`src/rtl/uart_pkg.sv`:
```
// Shared definitions for the extended UART receiver: FSM state encoding and
// parity mode constants.
package uart_pkg;

   typedef enum logic [2:0] {
      ST_IDLE,
      ST_START,
      ST_DATA,
      ST_PARITY,
      ST_STOP,
      ST_WAIT_HIGH
   } rx_state_t;

   localparam int PAR_NONE = 0;
   localparam int PAR_EVEN = 1;
   localparam int PAR_ODD  = 2;

endpackage

```
`src/rtl/sync_fifo.sv`:
```
// Single-clock ring-buffer FIFO. The head word is presented combinationally
// and reads as zero while the FIFO is empty.
module sync_fifo #(
   parameter int WIDTH = 8,
   parameter int DEPTH = 4
) (
   input  logic                   clk,
   input  logic                   rst,
   input  logic                   push,
   input  logic [WIDTH-1:0]       wdata,
   input  logic                   pop,
   output logic [WIDTH-1:0]       rdata,
   output logic                   full,
   output logic                   empty,
   output logic [$clog2(DEPTH):0] count
);

   localparam int AW = $clog2(DEPTH);
   localparam logic [AW:0] FULL_CNT = (AW + 1)'(DEPTH);

   logic [WIDTH-1:0] mem [DEPTH];
   logic [AW-1:0]    wr_ptr;
   logic [AW-1:0]    rd_ptr;
   logic             do_push;
   logic             do_pop;

   assign empty   = (count == '0);
   assign full    = (count == FULL_CNT);
   assign do_pop  = pop && !empty;
   // A full FIFO still accepts a write when the head leaves in the same cycle.
   assign do_push = push && (!full || do_pop);
   assign rdata   = empty ? '0 : mem[rd_ptr];

   // NOTE: the storage array has no reset; stale words are unreachable because
   // rdata is masked while empty, and that keeps the array in plain RAM cells.
   always_ff @(posedge clk) begin
      if (do_push) mem[wr_ptr] <= wdata;
   end

   always_ff @(posedge clk) begin
      if (rst) begin
         wr_ptr <= '0;
         rd_ptr <= '0;
         count  <= '0;
      end else begin
         if (do_push) wr_ptr <= wr_ptr + 1'b1;
         if (do_pop)  rd_ptr <= rd_ptr + 1'b1;
         case ({do_push, do_pop})
            2'b10:   count <= count + 1'b1;
            2'b01:   count <= count - 1'b1;
            default: count <= count;
         endcase
      end
   end

endmodule

```
`src/rtl/uart_rx_ext.sv`:
```
// UART receiver with configurable frame format, start-bit glitch rejection,
// parity/framing checks and a receive FIFO with overrun detection.
module uart_rx_ext
   import uart_pkg::*;
#(
   parameter int CLKS_PER_BIT = 434,
   parameter int DATA_BITS    = 8,
   parameter int PARITY       = 0,
   parameter int STOP_BITS    = 1,
   parameter int FIFO_DEPTH   = 4
) (
   input  logic                        clk,
   input  logic                        rst,
   input  logic                        rx,
   output logic [DATA_BITS-1:0]        m_data,
   output logic                        m_valid,
   input  logic                        m_ready,
   output logic                        frame_err,
   output logic                        parity_err,
   output logic                        overrun,
   output logic [$clog2(FIFO_DEPTH):0] fifo_count
);

   localparam int CW = $clog2(CLKS_PER_BIT) + 1;
   localparam logic [CW-1:0] HALF_CNT  = CW'((CLKS_PER_BIT - 1) / 2);
   localparam logic [CW-1:0] FULL_CNT  = CW'(CLKS_PER_BIT - 1);
   localparam logic [3:0]    LAST_DATA = 4'(DATA_BITS - 1);
   localparam logic [3:0]    LAST_STOP = 4'(STOP_BITS - 1);

   rx_state_t            state, next_state;
   logic                 rx_meta, rx_s;
   logic [CW-1:0]        clk_count;
   logic [3:0]           bit_idx;
   logic [DATA_BITS-1:0] shreg;
   logic                 par_err_q, stop_bad;
   logic                 half_tick, tick;
   logic                 frame_end, frame_bad, par_hit, frame_good;
   logic                 fifo_full, fifo_empty, pop;

   // NOTE: sequential state uses non-blocking assignments so every flop
   // samples pre-edge values, making the two synchronizer stages distinct.
   always_ff @(posedge clk) begin
      if (rst) begin
         rx_meta <= 1'b1;
         rx_s    <= 1'b1;
      end else begin
         rx_meta <= rx;
         rx_s    <= rx_meta;
      end
   end

   assign half_tick = (clk_count == HALF_CNT);
   assign tick      = (clk_count == FULL_CNT);

   always_ff @(posedge clk) begin
      if (rst) state <= ST_IDLE;
      else     state <= next_state;
   end

   // NOTE: every output of this block is defaulted first so no path leaves a
   // signal unassigned, which would otherwise infer a latch.
   always_comb begin
      next_state = state;
      frame_end  = 1'b0;
      case (state)
         ST_IDLE:      if (!rx_s) next_state = ST_START;
         ST_START:     if (half_tick) next_state = rx_s ? ST_IDLE : ST_DATA;
         ST_DATA:      if (tick && bit_idx == LAST_DATA)
                          next_state = (PARITY != PAR_NONE) ? ST_PARITY : ST_STOP;
         ST_PARITY:    if (tick) next_state = ST_STOP;
         ST_STOP: begin
            if (tick && bit_idx == LAST_STOP) begin
               frame_end  = 1'b1;
               next_state = (stop_bad || !rx_s) ? ST_WAIT_HIGH : ST_IDLE;
            end
         end
         ST_WAIT_HIGH: if (rx_s) next_state = ST_IDLE;
         default:      next_state = ST_IDLE;
      endcase
   end

   always_ff @(posedge clk) begin
      if (rst) begin
         clk_count <= '0;
         bit_idx   <= '0;
         shreg     <= '0;
         par_err_q <= 1'b0;
         stop_bad  <= 1'b0;
      end else begin
         case (state)
            ST_IDLE: begin
               clk_count <= '0;
               bit_idx   <= '0;
               par_err_q <= 1'b0;
               stop_bad  <= 1'b0;
            end
            ST_START: clk_count <= half_tick ? '0 : clk_count + 1'b1;
            ST_DATA, ST_PARITY, ST_STOP: begin
               if (tick) begin
                  clk_count <= '0;
                  if (state == ST_DATA) begin
                     shreg   <= {rx_s, shreg[DATA_BITS-1:1]};
                     bit_idx <= (bit_idx == LAST_DATA) ? '0 : bit_idx + 1'b1;
                  end else if (state == ST_PARITY) begin
                     par_err_q <= ((^shreg) ^ rx_s) != (PARITY == PAR_ODD);
                  end else begin
                     if (!rx_s) stop_bad <= 1'b1;
                     bit_idx <= bit_idx + 1'b1;
                  end
               end else begin
                  clk_count <= clk_count + 1'b1;
               end
            end
            default: clk_count <= '0;
         endcase
      end
   end

   // Framing error outranks parity error; only a clean frame reaches the FIFO.
   assign frame_bad  = frame_end && (stop_bad || !rx_s);
   assign par_hit    = frame_end && !frame_bad && par_err_q;
   assign frame_good = frame_end && !frame_bad && !par_err_q;
   assign pop        = m_valid && m_ready;
   assign m_valid    = !fifo_empty;

   always_ff @(posedge clk) begin
      if (rst) begin
         frame_err  <= 1'b0;
         parity_err <= 1'b0;
         overrun    <= 1'b0;
      end else begin
         frame_err  <= frame_bad;
         parity_err <= par_hit;
         overrun    <= frame_good && fifo_full && !pop;
      end
   end

   sync_fifo #(
      .WIDTH (DATA_BITS),
      .DEPTH (FIFO_DEPTH)
   ) u_fifo (
      .clk   (clk),
      .rst   (rst),
      .push  (frame_good),
      .wdata (shreg),
      .pop   (pop),
      .rdata (m_data),
      .full  (fifo_full),
      .empty (fifo_empty),
      .count (fifo_count)
   );

endmodule

```
`config.mk`:
```
export PLATFORM = sky130hd
export DESIGN_NAME = uart_rx_ext
export DESIGN_NICKNAME = d
export VERILOG_FILES = /design/src/rtl/uart_pkg.sv /design/src/rtl/sync_fifo.sv /design/src/rtl/uart_rx_ext.sv
export SDC_FILE = /design/constraint.sdc
export NUM_CORES = 1
export LEC_CHECK = 0
export CELL_PAD_IN_SITES_DETAIL_PLACEMENT = 0
export CELL_PAD_IN_SITES_GLOBAL_PLACEMENT = 1
export CORE_AREA = 2 2 120 122
export CTS_CLUSTER_SIZE = 28
export DETAILED_ROUTE_END_ITERATION = 7
export DIE_AREA = 0 0 122 124
export PLACE_DENSITY_LB_ADDON = 0.1
export SLEW_MARGIN = 30
export SYNTH_ARGS = -nofsm -noshare
export SYNTH_HDL_FRONTEND = slang
export SYNTH_HIERARCHICAL = 1
export SYNTH_SLANG_ARGS = --single-unit
export TNS_END_PERCENT = 30
```
`constraint.sdc`:
```
create_clock -name clk -period 5.99 [get_ports clk]
set_input_delay 0.599 -clock clk [delete_from_list [all_inputs] [get_ports clk]]
set_output_delay 0.599 -clock clk [all_outputs]
set_load 0.02 [all_outputs]
```
==> flow_summary.ini <==
[outcome]
status = finished clean

[final_layout]
final_common_cell = dfxtp_1
antenna_cells = 0
design_area_um2 = 4020
syn2layout_area_growth_pct = 19.3
nNetsFinal = 316
layout_common_cells = 41 x dfxtp_1, 32 x edfxtp_1, 31 x nor2_1, 18 x clkdlybuf4s50_1, 16 x inv_1
instances_no_fill = 486
drive_above_1_share_pct = 13.7

[cts]
htreeDepth = 3
cts_max_path_buffers = 2
ctsHoldBuffers = 0
cts-root-buf = clkbuf_16
cts_made_buffers = 9
cts_tree = done
clkSlewWorstSetupHoldPaths_ns = 0.06
clk_latency_ns = 0.34
post_cts_buffers = 0
cts.sinks = 73
cts.repair.resized = 0

[worst_setup_path]
endpoint_kind = register
path_max_fanout = 7
cp-start-kind = register
cp.required_ns = 6.25
crit_type = register to register
crit_arrival_ns = 3.32

[global_route]
grt_max_degree = 33
grt_pass1_wl_mm = 10.8
grt_overflow = 0
grt_pass1_vias = 2053
antenna_found_initial = 0
grt_usage_pct = 9.70

[floorplan]
dieArea_um2 = 15100
die_h_um = 124
start_util_pct = 24.6
rows = 43
die_w_um = 122
ios = 19
core_area_um2 = 13700

[detailed_routing]
vias = 2066
firstDrtPassIters = 5
totalWireLength_mm = 6.51
vias_per_cell = 4.25
first_iter_violations = 97
detail_route.wl_per_cell_um = 13.4
ant_nets = 0
drc = 0

[sta]
tightest_slew_ns = 0.584
min_period_over_period_pct = 51.0
setup_tns_ns = 0
slew-limit-headroom_pct = 60.9
slew_viol_final = 0
finalHoldViolCount = 0
holdWs_ns = 0.413
finalSetupViolations = 0
clock.fmax_ghz = 0.327
rsz0062_at_grt = no
skew_ns = 0.00438
fin_crit_ns = 3.06

[logic_synthesis]
synth_xor_area_share_pct = 4.82
synth.area.mux_share_pct = 9.13
yosys.area_share.simple_pct = 18.0
ys_seq_area_share_pct = 52.8
yosysWarnings = 6
synth_seq_cells = 73
synth_cell_types = 63
syn-num-nets = 297
synth_top_family_by_area = simple AND/OR/NAND/NOR gates
syn_area_per_cell_um2 = 12.0
synth_edf_count = 32
synth.cell_area_um2 = 3370
syn_inst = 282
yosys_most_used_dff = dfxtp_1
synth_compound_area_share_pct = 6.35
yosys.area_share.adder_pct = 4.30
synthArstFlopShare_pct = 0

[min_path]
worstHoldPathType = register to register

[run]
max-cap-violations = 0

[placed_design]
placedCellCount = 470
dp_hpwl_mm = 4.42
place_congestion = 0.678
dpl_cell_area_um2 = 3700
port_buffers = 18

[power_and_ir_drop]
p_leak_nw = 1.36
power-per-cell-area_nw_per_um2 = 314
ir_drop_uv = 101
synth_stat cells, types with 2 or more instances:
master,count,area [µm²]
nand2b_1,5,31.3
o21ai_0,6,30.0
xnor2_1,7,61.3
or2_2,2,12.5
edfxtp_1,32,961
clkbuf_1,2,7.51
nand3_1,7,35.0
and2_1,6,37.5
ha_1,10,125
clkbuf_8,2,27.5
nand2_1,8,30.0
or3_1,5,31.3
a21oi_1,12,60.1
nor4_1,2,12.5
buf_6,3,33.8
nand3_2,2,20.0
buf_2,2,10.0
nor2b_1,11,68.8
nor2_1,31,116
dfxtp_1,41,821
mux2i_1,9,90.1
inv_1,16,60.1
mux4_2,8,180
xor2_1,9,78.8
or3b_1,2,17.5
nor3_1,4,20.0
a2111oi_0,2,17.5
cell families after synthesis:
group	Yosys count
multiplexers	20
AND/OR/NAND/NOR	103
XOR/XNOR	17
AO/OA/AOI/OAI	31
flip-flops	73
adder cells (fa/ha/maj)	11
buffers and inverters	27
metrics by stage:
stage | total power [mW] | util, % | worst slack [ns]
2_1_floorplan | 0.682 | - | 3.39
3_3_place_gp | 0.710 | 26.9 | 3.04
3_5_place_dp | 0.703 | 26.9 | 2.96
4_1_cts | 1.29 | 29.3 | 2.93
5_1_grt | 1.33 | 29.3 | 2.71
6_report | 1.26 | 29.3 | 2.93
cell type report:
class                      instances  area, µm²
fill                            1412       9700
sequential                        73       1780
multi-input combinational        182       1450
clock buffer                      10        229
tap                              180        225
timing repair buffer              19        188
clock inverter                     6       91.3
inverter                          16       60.1
flip-flops by register name (all words and copies together), names as in the netlist, named ones only:
name / flops
rx_meta: 1
shreg: 8
par_err_q: 1
overrun: 1
u_fifo/mem: 32
bit_idx: 4
parity_err: 1
stop_bad: 1
rx_s: 1
clk_count: 10
u_fifo/count: 3
u_fifo/wr_ptr: 2
u_fifo/rd_ptr: 2
frame_err: 1
state: 3
worst paths after layout:
kind	start	endpoint	slack [ns]	depth (start not counted)
worst min register to register	rx_meta$_SDFF_PP1_	rx_s$_SDFF_PP1_	0.41	1
worst max-delay path	clk_count[0]$_SDFF_PP0_	u_fifo/count[2]$_SDFFE_PP0P_	2.93	12
worst max register to register	clk_count[0]$_SDFF_PP0_	u_fifo/count[2]$_SDFFE_PP0P_	2.93	12
worst min-delay path	rx_meta$_SDFF_PP1_	rx_s$_SDFF_PP1_	0.41	1
power breakdown:
part / internal, mW / switching [mW] / total (mW)
Sequential: 0.527 / 0.0212 / 0.548
Clock: 0.366 / 0.209 / 0.575
Combinational: 0.0606 / 0.0813 / 0.142
Total: 0.953 / 0.312 / 1.26
metal layers:
layer	track usage [%]	wire, µm
met4	5.82	174
met5	0	0
met2	15.7	3090
met1	11.6	3070
met3	2.61	167
worst max-delay path: stages, from the launching register on:
cell	delay, ns
dfxtp_1	0.44
ha_1	0.19
nor3b_4	0.28
nand3_2	0.23
nor4_1	0.40
a21boi_2	0.37
inv_1	0.08
ha_1	0.22
inv_1	0.07
fa_1	0.17
xor2_1	0.08
or3_1	0.30
a21oi_1	0.15
Note: power is estimated with default switching activity, not from simulation.
